--- src/rtl/mem_stage_lsu_pkg.sv ---
// rtl/mem_stage_lsu_pkg.sv - shared RV32I load/store encodings, LSU FSM states and lane helpers
package mem_stage_lsu_pkg;

  typedef enum logic {
    ST_IDLE = 1'b0,
    ST_WAIT = 1'b1
  } lsu_state_e;

  localparam logic [2:0] F3_LB  = 3'b000;
  localparam logic [2:0] F3_LH  = 3'b001;
  localparam logic [2:0] F3_LW  = 3'b010;
  localparam logic [2:0] F3_LBU = 3'b100;
  localparam logic [2:0] F3_LHU = 3'b101;
  localparam logic [2:0] F3_SB  = 3'b000;
  localparam logic [2:0] F3_SH  = 3'b001;
  localparam logic [2:0] F3_SW  = 3'b010;

  // Halfword lanes follow addr[1] only, so an odd halfword address still lands on an aligned lane pair.
  function automatic logic [3:0] store_bmask(input logic [2:0] f3, input logic [1:0] off);
    case (f3)
      F3_SB:   return 4'b0001 << off;
      F3_SH:   return 4'b0011 << {off[1], 1'b0};
      default: return 4'b1111;
    endcase
  endfunction

  function automatic logic [31:0] store_wdata(input logic [2:0] f3, input logic [31:0] wdata);
    case (f3)
      F3_SB:   return {4{wdata[7:0]}};
      F3_SH:   return {2{wdata[15:0]}};
      default: return wdata;
    endcase
  endfunction

  function automatic logic is_misaligned(input logic [2:0] f3, input logic [1:0] off);
    case (f3)
      F3_LH, F3_LHU: return off[0];
      F3_LW:         return |off;
      default:       return 1'b0;
    endcase
  endfunction

endpackage

--- src/rtl/mem_stage_lsu_load_align.sv ---
// rtl/mem_stage_lsu_load_align.sv - lsu_load_align: selects and extends the load lane from a read word
module lsu_load_align
  import mem_stage_lsu_pkg::*;
(
  input  logic [31:0] i_rdata,
  input  logic [1:0]  i_off,
  input  logic [2:0]  i_funct3,
  output logic [31:0] o_result
);

  logic [7:0]  w_byte;
  logic [15:0] w_half;

  always_comb begin
    w_byte = i_rdata[7:0];
    case (i_off)
      2'd0:    w_byte = i_rdata[7:0];
      2'd1:    w_byte = i_rdata[15:8];
      2'd2:    w_byte = i_rdata[23:16];
      default: w_byte = i_rdata[31:24];
    endcase
    w_half = i_off[1] ? i_rdata[31:16] : i_rdata[15:0];
  end

  always_comb begin
    o_result = i_rdata;
    case (i_funct3)
      F3_LB:   o_result = {{24{w_byte[7]}}, w_byte};
      F3_LBU:  o_result = {24'd0, w_byte};
      F3_LH:   o_result = {{16{w_half[15]}}, w_half};
      F3_LHU:  o_result = {16'd0, w_half};
      default: o_result = i_rdata;
    endcase
  end

endmodule

--- src/rtl/mem_stage_lsu.sv ---
// rtl/mem_stage_lsu.sv - M-stage load/store unit with IDLE/WAIT handshake FSM and WB registers
// Optional misaligned-access trap enabled by LSU_MISALIGN_TRAP_EN.
module mem_stage_lsu
  import mem_stage_lsu_pkg::*;
(
  input  logic        i_clk,
  input  logic        i_rst_n,
  input  logic [31:0] i_addr_M,
  input  logic [31:0] i_wdata_M,
  input  logic [2:0]  i_funct3_M,
  input  logic        i_memwren_M,
  input  logic        i_memrden_M,
  input  logic        i_insnvld_M,
  input  logic        i_rdwren_M,
  input  logic [4:0]  i_rd_addr_M,
  input  logic [31:0] i_alu_M,
  output logic        o_dmem_req,
  output logic        o_dmem_we,
  output logic [31:0] o_dmem_addr,
  output logic [31:0] o_dmem_wdata,
  output logic [3:0]  o_dmem_bmask,
  input  logic        i_dmem_ack,
  input  logic [31:0] i_dmem_rdata,
  output logic        o_stall_M,
  output logic [31:0] o_wbdata_WB,
  output logic [4:0]  o_rd_addr_WB,
  output logic        o_rdwren_WB,
  output logic        o_insnvld_WB
`ifdef LSU_MISALIGN_TRAP_EN
  ,
  output logic        o_misalign_WB
`endif
);

  lsu_state_e  r_state;
  lsu_state_e  w_next_state;
  logic        w_memop;
  logic        w_misalign;
  logic        w_issue;
  logic [31:0] r_addr;
  logic [31:0] r_wdata;
  logic [3:0]  r_bmask;
  logic        r_we;
  logic [2:0]  r_funct3;
  logic [31:0] w_load_data;
  logic [31:0] w_wb_data;

  assign w_memop = i_insnvld_M & (i_memwren_M | i_memrden_M);

`ifdef LSU_MISALIGN_TRAP_EN
  // A trapped access never enters WAIT; it retires straight to WB flagged as misaligned.
  assign w_misalign = (r_state == ST_IDLE) & w_memop & is_misaligned(i_funct3_M, i_addr_M[1:0]);
`else
  assign w_misalign = 1'b0;
`endif

  assign w_issue = w_memop & ~w_misalign;

  always_ff @(posedge i_clk or negedge i_rst_n) begin
    if (!i_rst_n) begin
      r_state <= ST_IDLE;
    end else begin
      r_state <= w_next_state;
    end
  end

  always_comb begin
    w_next_state = r_state;
    case (r_state)
      ST_IDLE: if (w_issue) w_next_state = ST_WAIT;
      ST_WAIT: if (i_dmem_ack) w_next_state = ST_IDLE;
      default: w_next_state = ST_IDLE;
    endcase
  end

  always_comb begin
    o_dmem_req = (r_state == ST_WAIT);
    o_stall_M  = ((r_state == ST_IDLE) & w_issue) | ((r_state == ST_WAIT) & ~i_dmem_ack);
  end

  always_ff @(posedge i_clk or negedge i_rst_n) begin
    if (!i_rst_n) begin
      r_addr   <= '0;
      r_wdata  <= '0;
      r_bmask  <= '0;
      r_we     <= 1'b0;
      r_funct3 <= '0;
    end else if ((r_state == ST_IDLE) && w_issue) begin
      r_addr   <= i_addr_M;
      r_wdata  <= store_wdata(i_funct3_M, i_wdata_M);
      r_bmask  <= store_bmask(i_funct3_M, i_addr_M[1:0]);
      r_we     <= i_memwren_M;
      r_funct3 <= i_funct3_M;
    end
  end

  assign o_dmem_addr  = {r_addr[31:2], 2'b00};
  assign o_dmem_wdata = r_wdata;
  assign o_dmem_bmask = r_bmask;
  assign o_dmem_we    = r_we;

  lsu_load_align u_load_align (
    .i_rdata  (i_dmem_rdata),
    .i_off    (r_addr[1:0]),
    .i_funct3 (r_funct3),
    .o_result (w_load_data)
  );

  // The only unstalled WAIT cycle is the ack cycle, so read data is captured exactly then.
  assign w_wb_data = ((r_state == ST_WAIT) && !r_we) ? w_load_data : i_alu_M;

  always_ff @(posedge i_clk or negedge i_rst_n) begin
    if (!i_rst_n) begin
      o_wbdata_WB   <= '0;
      o_rd_addr_WB  <= '0;
      o_rdwren_WB   <= 1'b0;
      o_insnvld_WB  <= 1'b0;
`ifdef LSU_MISALIGN_TRAP_EN
      o_misalign_WB <= 1'b0;
`endif
    end else if (o_stall_M) begin
      o_wbdata_WB   <= '0;
      o_rd_addr_WB  <= '0;
      o_rdwren_WB   <= 1'b0;
      o_insnvld_WB  <= 1'b0;
`ifdef LSU_MISALIGN_TRAP_EN
      o_misalign_WB <= 1'b0;
`endif
    end else begin
      o_wbdata_WB   <= w_wb_data;
      o_rd_addr_WB  <= i_rd_addr_M;
      o_rdwren_WB   <= i_rdwren_M & ~w_misalign;
      o_insnvld_WB  <= i_insnvld_M;
`ifdef LSU_MISALIGN_TRAP_EN
      o_misalign_WB <= w_misalign;
`endif
    end
  end

endmodule

--- config.mk ---
export PLATFORM = sky130hd
export DESIGN_NAME = mem_stage_lsu
export DESIGN_NICKNAME = d
export VERILOG_FILES = /design/src/rtl/mem_stage_lsu_pkg.sv /design/src/rtl/mem_stage_lsu_load_align.sv /design/src/rtl/mem_stage_lsu.sv
export SDC_FILE = /design/constraint.sdc
export NUM_CORES = 1
export LEC_CHECK = 0
export ABC_AREA = 1
export CORE_ASPECT_RATIO = 0.7
export CORE_MARGIN = 4
export CORE_UTILIZATION = 43
export CTS_CLUSTER_SIZE = 28
export DETAILED_ROUTE_END_ITERATION = 16
export PLACE_DENSITY = 0.8
export SETUP_SLACK_MARGIN = 0.3
export SLEW_MARGIN = 30
export SYNTH_ARGS = -nofsm -noshare
export SYNTH_HDL_FRONTEND = slang
export SYNTH_HIERARCHICAL = 1
export SYNTH_SLANG_ARGS = --single-unit
--- constraint.sdc ---
create_clock -name i_clk -period 1.6 [get_ports i_clk]
set_input_delay 0.32 -clock i_clk [delete_from_list [all_inputs] [get_ports i_clk]]
set_output_delay 0.32 -clock i_clk [all_outputs]
set_load 0.02 [all_outputs]
Yosys cells after proc, flatten, opt, wreduce, memory -nomap -nowiden
Cells that the tools add are included.

Register bits: 112. Latch bits: 0. RAM bits: 0. Bits in read-only memories: 0. Bits of input ports: 143. Output and inout bits: 110. Logic and storage cells: 44. Memories kept: 0.

Add/subtract/negate cells: 0. Multipliers: 0. Divide/modulo/power cells: 0. Order comparisons: 0. Equal/unequal tests: 6. Shifts and indexed selects: 2. Mux-type cells: 13. Bitwise logic cells: 7. Reduce and logical (&&, ||, !) cells: 6.

Operators with widths (number): 32-bit one-hot mux with 4 select lines (1); 32-bit two-way mux (2); 32-bit one-hot mux with 2 select lines (1); 8-bit one-hot mux with 3 select lines (1); 16-bit two-way mux (1); 4-bit one-hot mux with 2 select lines (1); 3-bit by 1-bit == test with 1-bit output, second input constant (2); 3-bit == test, second input constant (2); 3-bit zero test (2); 5-bit two-way mux (1); 1-bit two-way mux (4); 1-bit by 2-bit << shifter with 4-bit output, first input constant (1); 2-bit by 2-bit << shifter with 4-bit output, first input constant (1); 1-bit AND (3); 2-bit by 1-bit == test with 1-bit output, second input constant (1); 2-bit == test, second input constant (1); 1-bit logical AND (2); 2-bit zero test (1); 1-bit inverter (2); 1-bit OR (2); 1-bit one-hot mux with 2 select lines (1); 1-bit zero test (1).

Depth between registers and ports, before layout
Depth after elaboration: 5. Mapped depth: 9. Mapped depth without buffers: 8.

Modules after synthesis
The synthesis kept the hierarchy.

Modules (own cells, without submodules): mem_stage_lsu (instances 1, cells each 603, area each 4978.5 um2, sequential area each 2802.7 um2); lsu_load_align (instances 1, cells each 192, area each 895.9 um2, sequential area each 0.0 um2).

Worst setup path after synthesis
OpenSTA, ideal clock, no wires.

Path type: reg2reg. Start point: register r_addr[0]. End point: register o_wbdata_WB[10]. Setup time: 0.077 ns. Data arrival time: 1.386 ns. Data required time: 1.523 ns. Setup slack: 0.136 ns. Cell stages (with the launch flop): 10. Path buffers: 2. Cells stage by stage: dfrtp_1 -> buf_6 -> nor2_2 -> nand2_1 -> nand3_2 -> nand3_4 -> buf_6 -> nand3_1 -> nand3_1 -> a21oi_1.

Word-level cells in the longest chain between the ends: 5. Elaborated cells between the ends (all ways): 7.

RTL lines: from (decl) (line mem_stage_lsu.sv:40) `logic [31:0] r_addr;`; from (signal assigned) (line mem_stage_lsu.sv:89) `r_addr <= i_addr_M;`; 2-bit == test (tied with other cells) (line mem_stage_lsu_load_align.sv:16) `case (i_off)`; 8-bit one-hot mux with 3 select lines (*) (line mem_stage_lsu_load_align.sv:16); 32-bit one-hot mux with 4 select lines (*) (line mem_stage_lsu_load_align.sv:27) `case (i_funct3)`; net w_load_data[10] (line mem_stage_lsu.sv:45) `logic [31:0] w_load_data;`; 32-bit two-way mux (*) (line mem_stage_lsu.sv:110) `assign w_wb_data = ((r_state == ST_WAIT) && !r_we) ? w_load_data : i_alu_M;`; 32-bit two-way mux (*) (line mem_stage_lsu.sv:121) `end else if (o_stall_M) begin`; to (signal assigned) (line mem_stage_lsu.sv:130) `o_wbdata_WB <= w_wb_data;`; to (decl) (line mem_stage_lsu.sv:25) `output logic [31:0] o_wbdata_WB,`.

Mark *: on every way through the listed nets, which the timed path passes. The rest lies on a longest branch. A chain may end at the register's enable or synchronous reset.

Worst setup path after layout
Start point: register r_addr[1]. End point: register o_wbdata_WB[28].

Word-level cells in the longest chain between the ends: 5. Elaborated cells between the ends (all ways): 8.

RTL lines (line): 2-bit == test (tied with other cells) (mem_stage_lsu_load_align.sv:16); 8-bit one-hot mux with 3 select lines (mem_stage_lsu_load_align.sv:16); 32-bit one-hot mux with 4 select lines (*) (mem_stage_lsu_load_align.sv:27); net w_load_data[28] (mem_stage_lsu.sv:45); 32-bit two-way mux (*) (mem_stage_lsu.sv:110); 32-bit two-way mux (*) (mem_stage_lsu.sv:121).

Marked as above.

==> results_dict.tcl <==
set metrics [dict create \
    r2r_cells 8 \
    r2r-end "o_wbdata_WB[28]" \
    powerDensity_nw_per_um2 1130 \
    io_pins 253 \
    initial_core_util 0.443 \
    finClkSkew_ns 0.00865 \
    clkPwrFrac 0.212 \
    hold_ws_ns 0.396 \
    diodes 0 \
    dieWidth_microns 148 \
    fillCellCount 957 \
    ff_latch_area_sq_um 2810 \
    switching_share 0.397 \
    dp_hpwl_microns 15000 \
    synth_top_flop_cell "dfrtp_1" \
    ys_warn_count 6 \
    syn_area_sq_um 5870 \
    multi_input_area_sq_um 3390 \
    clock_path_buffers 2 \
    power_frac_comb 0.460 \
    fin_crit_ns 1.56 \
    r2r_slack_ns 0.04 \
    switchingPower_mw 4.53 \
    async_flop_share 1.00 \
    holdPathStages 3 \
    cts-root-buf "clkbuf_16" \
    status "complete, no violations" \
    wirelength_microns 23700 \
    wl_per_cell_microns 18.9 \
    drc_errors 0 \
    track_usage 0.268 \
    hold_end "o_dmem_we" \
    area_growth_pct 71.2 \
    startpoint_type "flip-flop" \
    final.setup.worst_slack_ns 0.0374 \
    vdd_drop_max_mv 0.644 \
    overflow 0 \
    vias 6521 \
    final_antenna_net_count 0 \
    synth_cell_type_count 22 \
    cts_tree "built" \
    final_layout_size_suffix_gt1_frac 0.381 \
    syn_inst 795 \
    yosys.area.top_type "dfrtp_1" \
    worstSetupPathType "flip-flop to flip-flop" \
    die_area_sq_um 15600 \
    grt_max_degree 70 \
    portBuffers 250 \
    cts_max_level 3 \
    avgSynthCellArea_sq_um 7.39 \
    vias_per_cell 5.20 \
    leakagePower_nw 5.23 \
    path_clk_slew_ns 0.08 \
    grt_pass1_vias 6118 \
    synth-seq-cells 112 \
    yosysSeqAreaShare 0.477 \
    netlist.area_leader.share 0.477 \
    drt_iter0_drc 536 \
    drt_pass1_iterations 8 \
    final_common_cell "nand2_1" \
    fmax_mhz 640 \
    internal_power_mw 6.87 \
    hold_viol_final 0 \
    worstSkewPairLatency_ns 0.35 \
    holdCritStartpoint "i_memwren_M" \
    nets 1208 \
    ys_top_cells_by_area "dfrtp_1, nand2_1, nand3_1, buf_4, nor2_1" \
    synth_edf_count 0 \
    endpoint_kind "flip-flop" \
    final_cell_mix "nand2_1, clkdlybuf4s50_1, dfrtp_1, buf_2, nand2_2" \
    crit_path_max_fanout 6 \
    cts_sinks 112 \
    core-area_sq_um 13300 \
    cap_violations 0 \
    r2r-start "r_addr[1]" \
    fp.dieH_microns 106 \
    rows 35 \
    grt_antenna_before_repair 0 \
    setup_viol 0 \
    drv_slew 0 \
    seqPwrFrac 0.328 \
    cts_buffers 9 \
    crit_required_ns 1.87 \
    hp-class "input port to flip-flop" \
    rsz0062_at_grt "yes" \
    arrival_ns 1.84 \
    grt_pass1_wl_microns 33300 \
    gp_congestion 0.920 \
    finalCritPeriodShare 0.977 \
    place_ws_ns -0.520 \
]
## cell usage after synthesis, types with 2 or more instances
cell type,n
a21oi_1,34
buf_2,14
buf_4,38
buf_6,10
clkbuf_1,14
dfrtp_1,112
inv_1,21
inv_2,3
nand2_1,349
nand2_2,5
nand3_1,92
nand3_2,3
nor2_1,64
nor2_2,3
nor2_4,2
o211ai_1,3
o21ai_0,23
## power by group through the flow
stage	Combinational [mW]	Sequential [mW]	Clock (mW)
2_1_floorplan	2.08	4.21	0
3_3_place_gp	4.40	3.76	0
3_5_place_dp	4.47	3.77	0
4_1_cts	4.59	3.72	2.46
5_1_grt	5.57	3.81	2.55
6_report	5.24	3.74	2.42
## worst max-delay path: stages, from the launching register on
cell     delay (ns)
dfrtp_2        0.52
inv_4          0.08
nand2_2        0.09
nand2_2        0.06
nand3_4        0.17
nand3_4        0.16
nand3_1        0.11
nand3_1        0.12
a21oi_2        0.18
## cell type report
type / count / share of cell area
timing repair buffer: 332 / 0.320
clock inverter: 6 / 0.00809
tap: 185 / 0.0230
inverter: 24 / 0.00921
sequential: 112 / 0.279
clock buffer: 10 / 0.0238
multi-input combinational: 586 / 0.337
## worst max path at each step
stage                            from              end  slack (ns)  cells past startpoint
after CTS                  o_dmem_req        o_stall_M        0.10                      4
after detailed placement  i_insnvld_M        o_stall_M       -0.52                      6
after global placement    i_insnvld_M        o_stall_M       -0.50                      6
final                       r_addr[1]  o_wbdata_WB[28]        0.04                      8
after floorplan             r_addr[0]  o_wbdata_WB[10]        0.22                      9
after global routing        r_addr[1]  o_wbdata_WB[23]       -0.01                      8
## stage by stage
step	instance area (sq um)	total power [mW]	cells	TNS, ns	util
2_1_floorplan	5920	6.29	796	0	-
3_3_place_gp	8570	8.16	1198	-24.72	0.646
3_5_place_dp	8570	8.24	1198	-27.23	0.646
4_1_cts	9340	10.8	1237	0	0.704
5_1_grt	10100	11.9	1255	-0.0293	0.758
6_report	10100	11.4	1255	0	0.758
## kinds of logic (layout without fill, tap and decap cells)
kind of cell	after synthesis	count (layout)	synth area share
AOI/OAI and AO/OA	61	61	0.0539
and+or+nand+nor	520	523	0.364
buffers and inverters	101	372	0.105
other	1	2	0.000638
DFF	112	112	0.477
## metal layers
layer  up-vias  global-route usage  routed length (microns)
met1      3120               0.390                    10100
met3        34              0.0718                     2450
met4         0              0.0419                      363
met5         -                   0                        0
li1       3026                   -                        -
met2       341               0.410                    10800
## sequential cells by signal, summed over array words and instances, names as in the netlist
| name | cells |
|---|---|
| r_funct3 | 3 |
| o_dmem_bmask | 4 |
| o_rd_addr_WB | 5 |
| o_insnvld_WB | 1 |
| r_addr | 32 |
| o_dmem_wdata | 32 |
| o_dmem_req | 1 |
| o_rdwren_WB | 1 |
| o_wbdata_WB | 32 |
| o_dmem_we | 1 |
## timing repair
item,CTS,global route
resized for setup,539,186
cloned,10,8
hold buffers,1,0
buffers inserted,12,10
pin swaps,50,57
endpoints found under the hold margin,43,0
setup endpoints to repair,220,136
Note: power is estimated with default switching activity, not from simulation.
